--- src/rtl/hazard_ctrl.sv ---
// Hazard controller for the non-forwarding 5-stage core: RAW interlock against an
// in-flight destination scoreboard, redirect flush, memory-wait freeze, debug counters.
module hazard_ctrl #(
   parameter int unsigned HAZ_DEPTH = 3,
   parameter int unsigned RF_BYPASS = 1,
   parameter int unsigned CNT_W     = 32
) (
   input  logic             i_clk,
   input  logic             i_reset_n,
   input  logic             i_id_valid,
   input  logic [4:0]       i_id_rs1,
   input  logic [4:0]       i_id_rs2,
   input  logic             i_id_use_rs1,
   input  logic             i_id_use_rs2,
   input  logic [4:0]       i_id_rd,
   input  logic             i_id_regwrite,
   input  logic             i_ex_redirect,
   input  logic             i_mem_busy,
   output logic             o_pc_stall,
   output logic             o_if_id_stall,
   output logic             o_if_id_flush,
   output logic             o_id_ex_stall,
   output logic             o_id_ex_flush,
   output logic             o_back_stall,
   output logic [1:0]       o_state,
   output logic [CNT_W-1:0] o_stall_cnt,
   output logic [CNT_W-1:0] o_flush_cnt
);

   localparam int unsigned NBLK = HAZ_DEPTH - RF_BYPASS;

   localparam logic [1:0] ST_RUN   = 2'd0;
   localparam logic [1:0] ST_RAW   = 2'd1;
   localparam logic [1:0] ST_MEMW  = 2'd2;
   localparam logic [1:0] ST_FLUSH = 2'd3;

   logic [HAZ_DEPTH-1:0] r_sb_v;
   logic [4:0]           r_sb_rd [HAZ_DEPTH];
   logic [1:0]           r_state;
   logic [CNT_W-1:0]     r_stall_cnt;
   logic [CNT_W-1:0]     r_flush_cnt;

   logic       w_raw;
   logic [1:0] w_state;

   // Only the first NBLK entries can block; later ones are covered by the regfile bypass.
   always_comb begin
      w_raw = 1'b0;
      for (int k = 0; k < int'(NBLK); k++) begin
         if (r_sb_v[k] && (r_sb_rd[k] != 5'd0)) begin
            if (i_id_use_rs1 && (i_id_rs1 != 5'd0) && (i_id_rs1 == r_sb_rd[k])) w_raw = 1'b1;
            if (i_id_use_rs2 && (i_id_rs2 != 5'd0) && (i_id_rs2 == r_sb_rd[k])) w_raw = 1'b1;
         end
      end
      w_raw = w_raw & i_id_valid;
   end

   always_comb begin
      if (i_mem_busy)         w_state = ST_MEMW;
      else if (i_ex_redirect) w_state = ST_FLUSH;
      else if (w_raw)         w_state = ST_RAW;
      else                    w_state = ST_RUN;
   end

   always_comb begin
      o_pc_stall    = 1'b0;
      o_if_id_stall = 1'b0;
      o_if_id_flush = 1'b0;
      o_id_ex_stall = 1'b0;
      o_id_ex_flush = 1'b0;
      o_back_stall  = 1'b0;
      if (i_reset_n) begin
         case (w_state)
            ST_MEMW: begin
               o_pc_stall    = 1'b1;
               o_if_id_stall = 1'b1;
               o_id_ex_stall = 1'b1;
               o_back_stall  = 1'b1;
            end
            ST_FLUSH: begin
               o_if_id_flush = 1'b1;
               o_id_ex_flush = 1'b1;
            end
            ST_RAW: begin
               o_pc_stall    = 1'b1;
               o_if_id_stall = 1'b1;
               o_id_ex_flush = 1'b1;
            end
            default: ;
         endcase
      end
   end

   always_ff @(posedge i_clk) begin
      if (!i_reset_n) begin
         r_sb_v      <= '0;
         for (int k = 0; k < int'(HAZ_DEPTH); k++) r_sb_rd[k] <= 5'd0;
         r_state     <= ST_RUN;
         r_stall_cnt <= '0;
         r_flush_cnt <= '0;
      end else begin
         r_state <= w_state;
         // Pipe advances unless frozen; RAW and FLUSH both enter a bubble.
         if (w_state != ST_MEMW) begin
            for (int k = int'(HAZ_DEPTH) - 1; k > 0; k--) begin
               r_sb_v[k]  <= r_sb_v[k-1];
               r_sb_rd[k] <= r_sb_rd[k-1];
            end
            r_sb_v[0]  <= (w_state == ST_RUN) && i_id_valid && i_id_regwrite;
            r_sb_rd[0] <= i_id_rd;
         end
         if (((w_state == ST_RAW) || (w_state == ST_MEMW)) && (r_stall_cnt != '1)) begin
            r_stall_cnt <= r_stall_cnt + 1'b1;
         end
         if ((w_state == ST_FLUSH) && (r_flush_cnt != '1)) begin
            r_flush_cnt <= r_flush_cnt + 1'b1;
         end
      end
   end

   assign o_state     = r_state;
   assign o_stall_cnt = r_stall_cnt;
   assign o_flush_cnt = r_flush_cnt;

endmodule

--- config.mk ---
export PLATFORM = sky130hd
export DESIGN_NAME = hazard_ctrl
export DESIGN_NICKNAME = d
export VERILOG_FILES = /design/src/rtl/hazard_ctrl.sv
export SDC_FILE = /design/constraint.sdc
export NUM_CORES = 1
export LEC_CHECK = 0
export BUFFER_PORTS_ARGS = -buffer_cell sky130_fd_sc_hd__buf_2
export CAP_MARGIN = 20
export CORE_MARGIN = 2
export CORE_UTILIZATION = 58
export DETAILED_ROUTE_END_ITERATION = 12
export MAX_ROUTING_LAYER = met4
export PLACE_DENSITY = 0.85
export RECOVER_POWER = 25
export SLEW_MARGIN = 25
export SYNTH_ARGS = -nofsm -noshare
export SYNTH_HDL_FRONTEND = slang
export SYNTH_SLANG_ARGS = --single-unit
--- constraint.sdc ---
create_clock -name i_clk -period 4.6 [get_ports i_clk]
set_input_delay 0.46 -clock i_clk [delete_from_list [all_inputs] [get_ports i_clk]]
set_output_delay 0.46 -clock i_clk [all_outputs]
set_load 0.05 [all_outputs]
==> impl_metrics.py <==
metrics = {
    "layout": {
        "drive_gt1_frac": 0.157,
        "areaGrowthSynthToFinish_pct": 15.8,
        "antenna_cells": 0,
        "num-nets-final": 595,
        "stdcell_count": 669,
    },
    "placed_design": {
        "io_buffer_count": 94,
        "post-place-ws_ps": 792,
        "placed_cells": 653,
        "finalWeightedCongestion": 0.861,
        "hpwlAfterDp_mm": 7.04,
    },
    "logic_synthesis": {
        "yosysUniqueCellTypes": 50,
        "async_reset_ff_frac": 0,
        "syn_avg_cell_area_sq_um": 8.68,
        "syn-num-nets": 508,
        "synth-seq-cells": 78,
        "syn_area_sq_um": 4170,
        "synth_seq_area_share": 0.398,
        "synthFlopType": "dfxtp_1",
        "synthCells": 481,
        "synth_warnings": 0,
        "synth_edf_count": 10,
    },
    "detailed_routing": {
        "drt_iter0_markers": 268,
        "dr.pass1.iters": 5,
        "viasPerCell": 5.97,
        "totalWireLength_mm": 9.90,
        "ant_nets": 0,
        "num_vias": 3992,
        "drc_errors": 0,
        "wl_per_cell_um": 14.8,
    },
    "timing": {
        "fin_ws_ps": 1130,
        "post-route-period-util": 0.754,
        "worst_pin_slew_ps": 1150,
        "rsz0062_at_grt": "no",
        "slew_headroom": 0.232,
        "setup_viol": 0,
        "period_needed_ps": 3470,
        "max_freq_mhz": 288,
        "setup_tns_ps": 0,
        "worst_clock_skew_ps": 6.57,
        "hold_viol": 0,
        "drv_slew": 0,
    },
    "clock_network": {
        "cts_tree": "done",
        "cts_num_sinks": 78,
        "cts_hold_buf": 0,
        "insertion_delay_ps": 350,
        "cts_buffers": 9,
        "htree_levels": 3,
        "cts_buffer_depth": 2,
        "root_buffer": "clkbuf_8",
        "cts-resized-gates": 0,
        "cts_setup_buffers": 0,
        "clk_pin_slew_ps": 80,
    },
    "global_routing": {
        "antenna_found_initial": 0,
        "gr-usage-all-layers": 0.264,
        "overflow": 0,
        "grt_max_degree": 39,
        "grt_pass1_vias": 3597,
        "grt_pass1_wl_mm": 16.1,
    },
    "die": {
        "die_width_um": 88.8,
        "die_h_um": 88.8,
        "rows": 30,
        "fp.dieArea_sq_um": 7890,
        "core-area_sq_um": 6870,
        "ios": 95,
        "start_util": 0.608,
    },
    "setup_path": {
        "worst-path-buf-inv": 1,
        "crit_arrival_ps": 3710,
        "critPathMaxFanout": 12,
        "max_stage_delay_ps": 620,
        "cp_slowest_cell": "a2111oi_0",
        "worst_ep_required_time_ps": 4840,
        "crit_chain": "buf_2 > or4_1 > o21ai_0 > nor4_1 > o2111ai_1 > and3_1 > ha_1 > and3b_2 > nand3_1 > a2111oi_0 > xnor2_1 > nor2_1",
        "crit_type": "input port to register",
        "path_delay_family": "simple AND/OR/NAND/NOR gates",
        "cp-end-kind": "register",
        "crit_path_start_kind": "input port",
    },
    "run_status": {
        "outcome": "finished, final reports clean",
    },
    "power_and_ir_drop": {
        "p_leak_uw": 0.00172,
        "ir_drop_v": 0.000251,
        "powerDensity_nw_per_um2": 293,
    },
    "run": {
        "max_cap_viol_count": 0,
    },
    "min_path": {
        "min-delay-path-class": "input port to register",
    },
}
[report_power, final]
| group | switching, uW | internal (uW) |
|---|---|---|
| combinational | 85.8 | 42.4 |
| sequential | 16.0 | 703 |
| clock | 263 | 304 |
| total | 364 | 1050 |
[path summary, 6_finish.rpt]
| kind | startpoint | endpoint | slack, ps | cells past startpoint |
|---|---|---|---|---|
| setup / recovery | i_id_rs2[1] | o_stall_cnt[18] | 1130 | 12 |
| hold / removal | i_id_rd[1] | r_sb_rd[0][1] | 380 | 2 |
| setup reg to reg | r_sb_rd[0][2] | o_stall_cnt[18] | 1180 | 10 |
| hold reg to reg | o_stall_cnt[1] | o_stall_cnt[1] | 500 | 2 |
[state kept, by name (all words and copies together), names as in the netlist]
name         cells
r_sb_rd         10
o_stall_cnt     32
r_sb_v           2
o_flush_cnt     32
o_state          2
[Yosys cell counts (all sizes together), types with 3 or more instances]
cell type  number  share of area
and4           11          0.024
nor4           13          0.023
mux2i          11          0.026
a31o            5          0.010
a211oi          3         0.0054
or3            20          0.030
o31ai           9          0.016
nand3          26          0.031
nor3            6         0.0072
clkbuf         12          0.011
or4            16          0.030
dfxtp          68           0.33
or2             5         0.0075
inv            13          0.012
edfxtp         10          0.072
and2           16          0.024
xor2            9          0.019
and3            8          0.012
xnor2          28          0.059
nand4          13          0.023
nand2          40          0.036
a31oi           5         0.0075
nor2           31          0.028
a2111oi         4         0.0084
a21o            3         0.0054
o21ai          22          0.026
nand2b         11          0.016
a21oi          36          0.043
buf             7          0.013
ha              4          0.012
[final cells by class]
cell class | count | area [sq um]
multi-input combinational | 370 | 2350
fill | 585 | 2030
sequential | 78 | 1660
timing repair buffer | 96 | 435
clock buffer | 10 | 128
tap | 96 | 120
clock inverter | 6 | 86.3
inverter | 13 | 48.8
[per-stage QoR]
stage / instance area (sq um) / power (uW) / util / hold slack [ps]
after CTS: 4880 / 1420 / 0.711 / 373
after floorplan: 4170 / 828 / - / 463
after global routing: 4830 / 1470 / 0.704 / 392
after detailed placement: 4670 / 865 / 0.680 / 483
final: 4830 / 1410 / 0.704 / 378
after global placement: 4670 / 861 / 0.680 / 471
[cell usage in the layout, fill, tap and decap left out, drive strengths merged, types with 3 or more instances in the layout]
cell type,n
a2111oi,4
a31oi,5
and4,11
and2,16
inv,12
ha,4
nand2,40
and3,8
nor2,31
nor4,13
a21o,3
nand3,26
or4,16
edfxtp,10
a21oi,36
xnor2,28
xor2,9
clkbuf,50
o21ai,22
or2,5
buf,56
or3,20
a211oi,3
mux2i,11
o31ai,9
a31o,5
nand2b,11
nand4,13
clkinvlp,3
nor3,6
dfxtp,68
[kinds of logic (layout without fill, tap and decap cells)]
logic type | count (synthesis) | count (layout) | synth area share
AOI/OAI and AO/OA | 94 | 94 | 0.140
adders and majority gates | 4 | 4 | 0.0120
DFF | 78 | 78 | 0.398
and+or+nand+nor | 224 | 224 | 0.308
buffers and inverters | 33 | 125 | 0.0378
xor gates and xnor gates | 37 | 37 | 0.0776
muxes | 11 | 11 | 0.0264
[per-layer routing]
metal  wire [um]  vias up  track usage
li1            -     1947            -
met1        4430     1862        0.342
met2        4610      162        0.411
met3         689       21       0.0532
met4         174        0       0.0909
met5           0        -            -
(Power assumes the default switching activity.)
